[src/rtl/posit_special_pkg.sv]
// Shared definitions for the posit special-value classifier: the 2-bit
// special-value code, the default statistics counter width and the
// classification function used by the decoder front end.
package posit_special_pkg;

   // Special-value code; 2'b11 is never produced by the classifier.
   typedef enum logic [1:0] {
      SPC_NORMAL = 2'b00,
      SPC_ZERO   = 2'b01,
      SPC_INF    = 2'b10
   } special_t;

   // Default width of each statistics counter (legal range 1..32).
   localparam int CNT_W_DEFAULT = 16;

   // A posit whose bits below the sign are all zero is either zero
   // (sign clear) or NaR (sign set); anything else is an ordinary value.
   function automatic special_t classify(input logic sign, input logic all_zero);
      logic [1:0] code;
      code[1] = sign & all_zero;
      code[0] = ~sign & all_zero;
      return special_t'(code);
   endfunction

endpackage

[src/rtl/set_inf_zero_bits_sat_counter.sv]
// Saturating up-counter with synchronous clear. Counts 'inc' pulses,
// sticks at all-ones instead of wrapping, and clear wins over increment.
module sat_counter #(
   parameter int W = 16
) (
   input  logic         clk,
   input  logic         rst,
   input  logic         inc,
   input  logic         clr,
   output logic [W-1:0] count
);

   logic at_max;

   // Flag the saturation point so an increment there is dropped.
   always_comb begin
      at_max = &count;
   end

   // Counter register: clear first, then increment unless saturated.
   always_ff @(posedge clk or posedge rst) begin
      if (rst) begin
         count <= '0;
      end else if (clr) begin
         count <= '0;
      end else if (inc && !at_max) begin
         count <= count + W'(1);
      end
   end

endmodule

[src/rtl/set_inf_zero_bits.sv]
// Posit special-value classifier for the decoder front end.
// Produces a combinational code from the sign bit and the all-zeros flag,
// a registered copy qualified by in_valid, and optional saturating
// zero/NaR statistics counters built only when SET_INF_ZERO_BITS_STATS_EN
// is defined. The port list is the same in both builds.
module set_inf_zero_bits
   import posit_special_pkg::*;
#(
   parameter int CNT_W = CNT_W_DEFAULT
) (
   input  logic             clk,
   input  logic             rst,
   input  logic             in_valid,
   input  logic             signbit,
   input  logic             allzeros,
   input  logic             stats_clr,
   output logic [1:0]       result,
   output logic [1:0]       result_q,
   output logic             out_valid,
   output logic [CNT_W-1:0] zero_count,
   output logic [CNT_W-1:0] inf_count
);

   special_t code;
   special_t code_q;

   // Classify the current word; independent of valid, clock and reset.
   always_comb begin
      code   = classify(signbit, allzeros);
      result = code;
   end

   // Registered code: captured only on valid cycles, held otherwise.
   always_ff @(posedge clk or posedge rst) begin
      if (rst) begin
         code_q <= SPC_NORMAL;
      end else if (in_valid) begin
         code_q <= code;
      end
   end

   // Valid flag follows in_valid with one cycle of delay.
   always_ff @(posedge clk or posedge rst) begin
      if (rst) begin
         out_valid <= 1'b0;
      end else begin
         out_valid <= in_valid;
      end
   end

   assign result_q = code_q;

`ifdef SET_INF_ZERO_BITS_STATS_EN

   logic zero_inc;
   logic inf_inc;

   // Only accepted words contribute to the statistics.
   always_comb begin
      zero_inc = in_valid && (code == SPC_ZERO);
      inf_inc  = in_valid && (code == SPC_INF);
   end

   sat_counter #(
      .W(CNT_W)
   ) u_zero_cnt (
      .clk   (clk),
      .rst   (rst),
      .inc   (zero_inc),
      .clr   (stats_clr),
      .count (zero_count)
   );

   sat_counter #(
      .W(CNT_W)
   ) u_inf_cnt (
      .clk   (clk),
      .rst   (rst),
      .inc   (inf_inc),
      .clr   (stats_clr),
      .count (inf_count)
   );

`else

   // Statistics disabled: counts read as zero and the clear is a no-op.
   logic unused_stats_clr;

   assign zero_count       = '0;
   assign inf_count        = '0;
   assign unused_stats_clr = stats_clr;

`endif

endmodule

[config.mk]
export PLATFORM = sky130hd
export DESIGN_NAME = set_inf_zero_bits
export DESIGN_NICKNAME = d
export VERILOG_FILES = /design/src/rtl/posit_special_pkg.sv /design/src/rtl/set_inf_zero_bits_sat_counter.sv /design/src/rtl/set_inf_zero_bits.sv
export SDC_FILE = /design/constraint.sdc
export NUM_CORES = 1
export LEC_CHECK = 0
export ABC_AREA = 1
export ABC_CLOCK_PERIOD_IN_PS = 800
export CAP_MARGIN = 20
export CORE_MARGIN = 4
export CORE_UTILIZATION = 26
export DETAILED_ROUTE_END_ITERATION = 10
export GPL_TIMING_DRIVEN = 1
export PLACE_DENSITY_LB_ADDON = 0.3
export SLEW_MARGIN = 30
export SYNTH_ARGS = -nofsm -noshare
export SYNTH_HDL_FRONTEND = slang
export SYNTH_SLANG_ARGS = --single-unit
[constraint.sdc]
create_clock -name clk -period 0.8 [get_ports clk]
set_input_delay 0.12 -clock clk [delete_from_list [all_inputs] [get_ports clk]]
set_output_delay 0.12 -clock clk [all_outputs]
set_load 0.05 [all_outputs]
==> run summary <==
The leading area contributor after synthesis is buf_4. The run finished, with violations left. At the end of routability-driven placement, the weighted congestion stood at 0.569. The fraction of final layout cells sized beyond drive strength 1 came out at 24.6%. The met3 demand-to-capacity share in global routing came out at 1.19%. The via count of the first global-routing pass came out at 165. The least setup slack across all paths after layout came out at -0.114 ns. Setup repair after global routing could not meet its margin everywhere. The number of buffers on the longest clock path is 2. The count of distinct cell types in the synthesized netlist came out at 7. The half-perimeter wire length after detailed placement is 469 um. The static power due to leakage is 0.283 nW. The checks that failed: negative setup slack. The die area came out at 0.00209 sq mm. The final-report max-slew violation count is 0.

The number of diodes added for antenna fixing came out at 0. The final routed DRC violation total is 0. In this run, synthesis produced a sequential element count of 3. The clock-pin slew of the registers on the worst-case setup and hold paths came out at 0.04 ns.

The die height came out at 45.7 um. The first global-routing pass estimated 614 um of wire. In this run, CTS created clock tree buffers numbering 3. The area share of the largest cell type after synthesis came out at 64.9%.

The global-route layer with the greatest usage is met4. The starting utilization of the core area came out at 28.1%. The routed wire length is 541 um. The TritonCTS sink count is 3.

For this run, the top clock speed supported by timing is 1.09 GHz. Along the worst path, the maximum fanout reaches 2. The final standard cell area without fillers came out at 467 sq um.

The min-delay analysis places its worst path in the category input pin to async pin. The number of standard-cell rows in the floorplan came out at 13. The max-cap check violation count came out at 0. The power density over the cells came out at 2040 mW/mm^2. The number of endpoints failing setup at the final stage came out at 3. The post-place instance area came out at 425 sq um. The number of buffers and inverters on the critical path came out at 1.

The routed length per instance is 6.76 um. The slowest stage of the critical path belongs to the cell dfrtp_2. The root cell of the clock tree is clkbuf_4. The signal on the critical path passes through buf_12.

The final-stage net count is 72. Clock skew on the completed layout was measured at 0 ns. Sorting the synthesized cells by area gives the leading types as buf_4 (65%), dfrtp_1 (20%), inv_1 (5.1%), nand2_1 (5.1%), nand3_1 (2.7%).

The met2 usage is 5.85%. The count of antenna-violating nets left after detailed routing is 0. The post-synth design cell area is 370 sq um. The cell family contributing the most delay on the critical path is flip-flops. A synthesized cell averages 7.56 sq um. The initial antenna violation count was 0. Dividing the detail-routed via count by the number of cells gives 2.88. The clock latency on the worst-skew pair is 0.23 ns. The worst path uses 114% of the clock period.

The total placed cells including tap cells is 74. The first routing iteration left 2 violations. The minimum clock period is 0.914 ns. The core region is 0.00132 sq mm. The pin count of the biggest net entering global routing is 5. The layout-stage area growth over the synthesis result is 26.0%.

The die width came out at 45.7 um. For this block, the via count after detailed routing is 230. The Yosys warning count came out at 0. The number of iterations in the first detailed-routing pass is 2. The setup slack at placement came out at -0.271 ns. The top cell types in the final layout, fill and taps aside, are conb_1 (32), nand2_1 (5), buf_12 (5), inv_1 (4), buf_4 (4). The total congestion overflow after global routing is 0.

The global-route usage over all layers is 4.98%. STA classifies the critical path startpoint as a register. The number of hold buffers added after cts came out at 0.

Counting every instance in the synthesized netlist gives 49. The count of placed standard cells in the final layout, fillers left out came out at 80. The arrival time of the worst setup path came out at 0.79 ns.

The worst setup path is of the register to primary output kind. Leaving out fill and tap cells, the most frequent cell in the layout is conb_1. The sequential area share after synthesis came out at 20.3%.

The depth of the CTS H-tree came out at 1. The highest ir drop seen on vdd is 0.531 mV. The count of buffers added on input and output ports is 9. The number of hold-slack violations in the final timing report came out at 0. STA classifies the critical path endpoint as a primary output. TritonCTS built the clock tree. The post-route total power is 0.953 mW. The largest stage delay on the critical path is 0.41 ns.

Data on the critical path is required at its endpoint by 0.68 ns. The global routing met1 resource utilization came out at 4.03%. The I/O pin total is 43.
path summary, 6_finish.rpt:
path,startpoint,to,slack [ns],cells past startpoint
min reg2reg,result_q[0]$_DFFE_PP0P_,result_q[0]$_DFFE_PP0P_,0.61,3
max,result_q[1]$_DFFE_PP0P_,result_q[1],-0.11,1
max in group asynchronous,rst,result_q[0]$_DFFE_PP0P_,0.60,2
min in group clk,allzeros,result_q[0]$_DFFE_PP0P_,0.36,4
max reg2reg,result_q[1]$_DFFE_PP0P_,result_q[1]$_DFFE_PP0P_,0.04,3
min,rst,out_valid$_DFF_PP0_,0.06,2
report_power, final:
part	leakage, nW	total, mW	internal [mW]	switching, mW
logic	0.233	0.514	0.0961	0.418
clock network	0.0150	0.265	0.187	0.0777
registers	0.0349	0.174	0.165	0.00983
total	0.283	0.953	0.448	0.505
cell families (layout without fill, tap and decap cells):
| kind of cell | Yosys count | after routing | share of synthesized area (%) |
|---|---|---|---|
| flip-flops | 3 | 3 | 20.3 |
| buffers and inverters | 37 | 22 | 69.9 |
| AND/OR/NAND/NOR | 8 | 8 | 8.78 |
| other | 1 | 32 | 1.01 |
worst register-to-register path: cells and delay by family (launching register included):
family,cells,cell delay (ns)
flip-flops,1,0.41
buffers and inverters,1,0.14
AND/OR/NAND/NOR,2,0.10
sequential cells by signal, indices dropped and copies added (netlist names):
signal,cells
out_valid,1
result_q,2
per-stage QoR:
| stage | hold slack [ns] | TNS [ns] | util, % |
|---|---|---|---|
| 6_report | 0.0553 | -0.315 | 35.4 |
| 4_1_cts | 0.0501 | -0.352 | 35.3 |
| 5_1_grt | 0.0741 | -0.372 | 35.4 |
| 3_5_place_dp | 0.295 | -0.914 | 32.3 |
| 3_3_place_gp | 0.298 | -0.896 | 32.3 |
| 2_1_floorplan | -0.126 | 0 | - |
Yosys cell counts:
| library cell | count |
|---|---|
| conb_1 | 1 |
| nand2_1 | 5 |
| nand3_1 | 2 |
| buf_4 | 32 |
| dfrtp_1 | 3 |
| inv_1 | 5 |
| nor2_1 | 1 |
metal layers:
metal	wire length, um	part of all wire (%)	vias up
li1	-	-	110
met5	0	0	-
met1	140	26	90
met2	239	44	26
met3	120	22	4
met4	42	7.8	0
area by class of cell:
cell class	count	area, sq um
fill	145	851
timing repair buffer	13	170
multi-input combinational	40	155
sequential	3	77.6
clock buffer	4	26.3
inverter	5	18.8
tap	15	18.8
timing repair:
item | CTS | global route
resized for setup | 3 | 2
setup buffers | 2 | 0
endpoints found under the hold margin | 0 | 0
pin swaps | 1 | 2
gates cloned | 0 | 0
endpoints found under the setup margin | 5 | 5
(Power assumes the default switching activity.)
